`src/rtl/lpif_tx_framer.sv`:
```
// rtl/lpif_tx_framer.sv - LPIF transmit framer: beat FIFO, lp_irdy/pl_trdy drive, state_req bring-up FSM, exit_cg ack.
// Optional LPIF_TX_TLPEDB_EN adds a per-byte TLP EDB marker carried alongside the beat.
module lpif_tx_framer #(
    parameter int LPIF_BUS_WIDTH = 256,
    parameter int FIFO_DEPTH     = 8,
    parameter int ACTIVE_TIMEOUT = 1024,
    localparam int B  = LPIF_BUS_WIDTH / 8,
    localparam int AW = $clog2(FIFO_DEPTH),
    localparam int LW = AW + 1,
    localparam int TW = $clog2(ACTIVE_TIMEOUT + 1)
) (
    input  logic                      lclk,
    input  logic                      reset,
    input  logic                      link_en,
    input  logic                      force_detect,
    input  logic                      in_valid,
    output logic                      in_ready,
    input  logic [LPIF_BUS_WIDTH-1:0] in_data,
    input  logic [B-1:0]              in_valid_b,
    input  logic [B-1:0]              in_tlp_start,
    input  logic [B-1:0]              in_tlp_end,
    input  logic [B-1:0]              in_dllp_start,
    input  logic [B-1:0]              in_dllp_end,
`ifdef LPIF_TX_TLPEDB_EN
    input  logic [B-1:0]              in_tlpedb,
`endif
    output logic                      lp_irdy,
    input  logic                      pl_trdy,
    output logic [LPIF_BUS_WIDTH-1:0] lp_data,
    output logic [B-1:0]              lp_valid,
    output logic [B-1:0]              lp_tlp_start,
    output logic [B-1:0]              lp_tlp_end,
    output logic [B-1:0]              lp_dllp_start,
    output logic [B-1:0]              lp_dllp_end,
    output logic [B-1:0]              lp_tlpedb,
    output logic [3:0]                lp_state_req,
    input  logic [3:0]                pl_state_sts,
    output logic                      lp_force_detect,
    input  logic                      pl_exit_cg_req,
    output logic                      lp_exit_cg_ack,
    output logic [LW-1:0]             fifo_level,
    output logic                      timeout_err
);

    typedef enum logic [1:0] {
        ST_RESET      = 2'd0,
        ST_REQ_ACTIVE = 2'd1,
        ST_ACTIVE     = 2'd2,
        ST_STALL      = 2'd3
    } state_t;

    localparam logic [3:0] STS_ACTIVE = 4'h1;

    state_t          state_q, state_d;
    logic [TW-1:0]   tcnt_q, tcnt_d;
    logic            timeout_set;
    logic            timeout_err_q;
    logic            force_detect_q;
    logic            exit_cg_ack_q, exit_cg_ack_d;
    logic [AW-1:0]   wr_ptr_q, rd_ptr_q;
    logic [LW-1:0]   level_q, level_d;
    logic            push, pop, empty, phy_active;

    logic [LPIF_BUS_WIDTH-1:0] data_mem_q  [FIFO_DEPTH];
    logic [B-1:0]              valid_mem_q [FIFO_DEPTH];
    logic [B-1:0]              ts_mem_q    [FIFO_DEPTH];
    logic [B-1:0]              te_mem_q    [FIFO_DEPTH];
    logic [B-1:0]              ds_mem_q    [FIFO_DEPTH];
    logic [B-1:0]              de_mem_q    [FIFO_DEPTH];

    assign phy_active = (pl_state_sts == STS_ACTIVE);
    assign empty      = (level_q == '0);
    assign in_ready   = (level_q != LW'(FIFO_DEPTH));
    assign lp_irdy    = !empty && (state_q == ST_ACTIVE) && phy_active;
    // A full FIFO refuses writes regardless of a same-cycle pop, so in_ready never depends on pl_trdy.
    assign push       = in_valid && in_ready;
    assign pop        = lp_irdy && pl_trdy;

    always_comb begin
        state_d     = state_q;
        tcnt_d      = '0;
        timeout_set = 1'b0;
        case (state_q)
            ST_RESET: begin
                if (link_en) state_d = ST_REQ_ACTIVE;
            end
            ST_REQ_ACTIVE: begin
                if (phy_active) begin
                    state_d = ST_ACTIVE;
                end else if (tcnt_q == TW'(ACTIVE_TIMEOUT - 1)) begin
                    timeout_set = 1'b1;
                    state_d     = ST_RESET;
                end else begin
                    tcnt_d = tcnt_q + 1'b1;
                end
            end
            ST_ACTIVE: begin
                if (!phy_active) state_d = ST_STALL;
            end
            ST_STALL: begin
                if (phy_active) state_d = ST_ACTIVE;
            end
            default: state_d = ST_RESET;
        endcase
        if (!link_en || force_detect) state_d = ST_RESET;
    end

    always_comb begin
        level_d = level_q;
        if (push && !pop)      level_d = level_q + 1'b1;
        else if (pop && !push) level_d = level_q - 1'b1;
    end

    // Once granted, the ack follows the request down even if the FSM has since returned to RESET.
    assign exit_cg_ack_d = pl_exit_cg_req && (exit_cg_ack_q || (state_q != ST_RESET));

    always_ff @(posedge lclk) begin
        if (reset) begin
            state_q        <= ST_RESET;
            tcnt_q         <= '0;
            timeout_err_q  <= 1'b0;
            force_detect_q <= 1'b0;
            exit_cg_ack_q  <= 1'b0;
            wr_ptr_q       <= '0;
            rd_ptr_q       <= '0;
            level_q        <= '0;
        end else begin
            state_q        <= state_d;
            tcnt_q         <= tcnt_d;
            timeout_err_q  <= timeout_err_q || timeout_set;
            force_detect_q <= force_detect;
            exit_cg_ack_q  <= exit_cg_ack_d;
            level_q        <= level_d;
            if (push) wr_ptr_q <= wr_ptr_q + 1'b1;
            if (pop)  rd_ptr_q <= rd_ptr_q + 1'b1;
        end
    end

    always_ff @(posedge lclk) begin
        if (push) begin
            data_mem_q[wr_ptr_q]  <= in_data;
            valid_mem_q[wr_ptr_q] <= in_valid_b;
            ts_mem_q[wr_ptr_q]    <= in_tlp_start;
            te_mem_q[wr_ptr_q]    <= in_tlp_end;
            ds_mem_q[wr_ptr_q]    <= in_dllp_start;
            de_mem_q[wr_ptr_q]    <= in_dllp_end;
        end
    end

`ifdef LPIF_TX_TLPEDB_EN
    logic [B-1:0] edb_mem_q [FIFO_DEPTH];

    always_ff @(posedge lclk) begin
        if (push) edb_mem_q[wr_ptr_q] <= in_tlpedb;
    end

    assign lp_tlpedb = lp_irdy ? edb_mem_q[rd_ptr_q] : '0;
`else
    assign lp_tlpedb = '0;
`endif

    assign lp_data         = lp_irdy ? data_mem_q[rd_ptr_q]  : '0;
    assign lp_valid        = lp_irdy ? valid_mem_q[rd_ptr_q] : '0;
    assign lp_tlp_start    = lp_irdy ? ts_mem_q[rd_ptr_q]    : '0;
    assign lp_tlp_end      = lp_irdy ? te_mem_q[rd_ptr_q]    : '0;
    assign lp_dllp_start   = lp_irdy ? ds_mem_q[rd_ptr_q]    : '0;
    assign lp_dllp_end     = lp_irdy ? de_mem_q[rd_ptr_q]    : '0;
    assign lp_state_req    = (state_q == ST_RESET) ? 4'h0 : 4'h1;
    assign lp_force_detect = force_detect_q;
    assign lp_exit_cg_ack  = exit_cg_ack_q;
    assign fifo_level      = level_q;
    assign timeout_err     = timeout_err_q;

endmodule

```
`config.mk`:
```
export PLATFORM = sky130hd
export DESIGN_NAME = lpif_tx_framer
export DESIGN_NICKNAME = d
export VERILOG_FILES = /design/src/rtl/lpif_tx_framer.sv
export SDC_FILE = /design/constraint.sdc
export NUM_CORES = 2
export LEC_CHECK = 0
export CORE_MARGIN = 5
export CORE_UTILIZATION = 40
export DETAILED_ROUTE_END_ITERATION = 8
export PLACE_DENSITY_LB_ADDON = 0.15
export SYNTH_ARGS = -nofsm -noshare
export SYNTH_HDL_FRONTEND = slang
export SYNTH_SLANG_ARGS = --single-unit
```
`constraint.sdc`:
```
create_clock -name lclk -period 95.6 [get_ports lclk]
set_input_delay 19.12 -clock lclk [delete_from_list [all_inputs] [get_ports lclk]]
set_output_delay 19.12 -clock lclk [all_outputs]
set_load 0.02 [all_outputs]
```
==> results.cfg <==
[status]
status = finished, final reports clean

[run]
maxCapViolCount = 0

[worst_setup_path]
cp-start-kind = input pin
crit_type = in -> out
end_kind = primary output
critPathRequiredTime_ps = 76480
critical_path.max_fanout = 110
r2r_start = fifo_level[1]
arrival_ps = 22620
crit_start = pl_state_sts[3]

[drt]
wirelength_um = 303000
vias = 58200
ant_nets = 0
first_pass_iters = 5
vias_per_cell = 5.28
wl_per_cell_um = 27.4
drt_iter0_drc = 4703
drc = 0

[grt]
grt_max_degree = 126
grt_pass1_vias = 60700
track_usage_pct = 18.0
grt-ovfl-total = 0
grt_first_pass_wirelength_um = 437000
antenna_found_initial = 133

[die]
die_w_um = 574
core-area_um2 = 317000
die_area_um2 = 329000
placementRows = 207
die_h_um = 574
pin_count = 888
initial_utilization_pct = 40.1

[placed_design]
place_hpwl_um = 177000
dp_slack_ps = 53920
gp_congestion = 0.730
port_buffers = 852

[clock_network]
cts_buffers = 358
path_clk_slew_ps = 60
cts_max_level = 5
cts_resized = 0
cts_tree = done
cts_buffer_depth = 4
clock_latency_ps = 950
cts.sinks = 3357
root_buffer = clkbuf_16
hold_buffers = 0
post_cts_buffers = 0

[timing]
fmax_mhz = 24.0
clock_skew_ps = 71.9
fin_setup_tns_ps = 0
finalCritPeriodShare_pct = 43.7
hold_viol_final = 0
drv_slew = 0
rsz0062_at_grt = no
finalSetupViolCount = 0
slew_headroom_pct = 24.4
min_period_ps = 41740
worst_pin_slew_ps = 1130
fin_ws_ps = 53860

[pwr]
p_leak_nw = 45.6
p_per_area_nw_per_um2 = 21.2
vdd_drop_max_mv = 0.0202
p_total_mw = 3.24

[logic_synthesis]
yosysWarningCount = 0
syn_inst = 5456
synth_common_cells = edfxtp_1 (3,328), mux4_2 (832), nor2_1 (442)
netlist.area_leader.share_pct = 78.6
synth_area_leader_cell = edfxtp_1
ys_ff_latch = 3357
synth.area.top_cells = edfxtp_1 (79%), mux4_2 (15%), mux2i_1 (3.3%)
ys.flop_type = edfxtp_1
synth_edf_count = 3328
async_flop_share_pct = 0
avgSynthCellArea_um2 = 23.3
ys_types = 35
post-synth-top-count-cell = edfxtp_1
synth_area_um2 = 127000
ys_seq_area_share_pct = 79.0

[hold_path]
hold_path.class = reg -> reg
hold_start = tcnt_q[10]

[finish]
nets = 6938
syn_to_final_growth_pct = 19.9
drive_above_1_share_pct = 21.5
nFillCells = 25900
-- per-layer routing --
metal  up-vias  global-route usage (%)  wire length, µm
li1      25000                       -                -
met1     30900                    24.2           126000
met2      1736                    28.9           147000
met3       484                    4.97            21700
met4        78                    5.06             7430
met5         -                       0              500
-- critical path, stage by stage --
cell and delay [ps]:
clkdlybuf4s50_1 420, or4b_1 540, or4b_4 640, buf_4 340, buf_4 310, buf_12 240, nor2_1 210, clkdlybuf4s50_1 630
-- power breakdown --
group / total (mW) / internal [mW] / leakage [nW] / switching, mW
clock: 1.35 / 0.783 / 5.61 / 0.568
combinational: 0.175 / 0.0600 / 9.59 / 0.115
sequential: 1.71 / 1.70 / 30.4 / 0.0134
-- cells by family after synthesis --
family                   count (synthesis)  synth area share, %
AO/OA/AOI/OAI                           16               0.0689
buffers and inverters                  325                 1.18
adder cells (fa/ha/maj)                  7               0.0748
other                                    1              0.00295
XOR/XNOR                                12               0.0827
flip-flops                            3357                 79.0
multiplexers                          1250                 18.0
AND/OR/NAND/NOR                        488                 1.51
-- area by class of cell --
class | count | area [µm²] | share of cell area [%]
Sequential cell | 3357 | 101000 | 66.0
Multi-Input combinational cell | 1808 | 25300 | 16.6
Timing Repair Buffer | 972 | 9600 | 6.30
Clock buffer | 438 | 9330 | 6.12
Tap cell | 4180 | 5230 | 3.43
Clock inverter | 213 | 2210 | 1.45
Antenna cell | 60 | 150 | 0.0985
Inverter | 7 | 26.3 | 0.0172
-- state kept, by name, indices dropped and copies added, names as in the netlist, 4 cells and up, named ones only --
name         flops
data_mem_q    2048
te_mem_q       256
valid_mem_q    256
tcnt_q          11
ds_mem_q       256
fifo_level       4
ts_mem_q       256
de_mem_q       256
-- cells in the final DEF (no fill, tap or decap), types with 3 or more instances in the layout --
| cell | n |
|---|---|
| inv_1 | 7 |
| clkbuf_16 | 361 |
| dfxtp_1 | 26 |
| inv_6 | 6 |
| clkinv_2 | 68 |
| dfxtp_4 | 3 |
| diode_2 | 60 |
| nor2_1 | 439 |
| clkinv_1 | 80 |
| mux2i_1 | 417 |
| xnor2_1 | 5 |
| bufinv_16 | 31 |
| mux4_2 | 832 |
| o21ai_0 | 3 |
| xor2_1 | 7 |
| nand2_1 | 11 |
| nor3_1 | 3 |
| nor3_2 | 4 |
| clkinv_16 | 14 |
| ha_1 | 6 |
| nand4_1 | 3 |
| clkinvlp_4 | 8 |
| conb_1 | 35 |
| nor2_4 | 3 |
| clkdlybuf4s50_1 | 852 |
| clkbuf_1 | 76 |
| a21oi_1 | 9 |
| buf_12 | 14 |
| inv_16 | 4 |
| nand3_1 | 8 |
| edfxtp_1 | 3328 |
| buf_4 | 106 |
-- through the flow --
step | util [%] | hold WS, ps | cells | cell area, µm²
detailed placement | 44.3 | 421 | 10300 | 141000
floorplan | - | 407 | 5490 | 127000
global route | 48.0 | 478 | 11000 | 152000
global placement | 44.3 | 416 | 10300 | 141000
finish | 48.0 | 433 | 11000 | 152000
CTS | 48.0 | 430 | 11000 | 152000
-- worst paths after layout --
check	depth (start not counted)	slack (ps)	to
min	2	430	tcnt_q[10]
max	8	53860	lp_data[115]
min reg2reg	2	430	tcnt_q[10]
max reg2reg	8	90250	data_mem_q[0][248]
(Power assumes the default switching activity.)
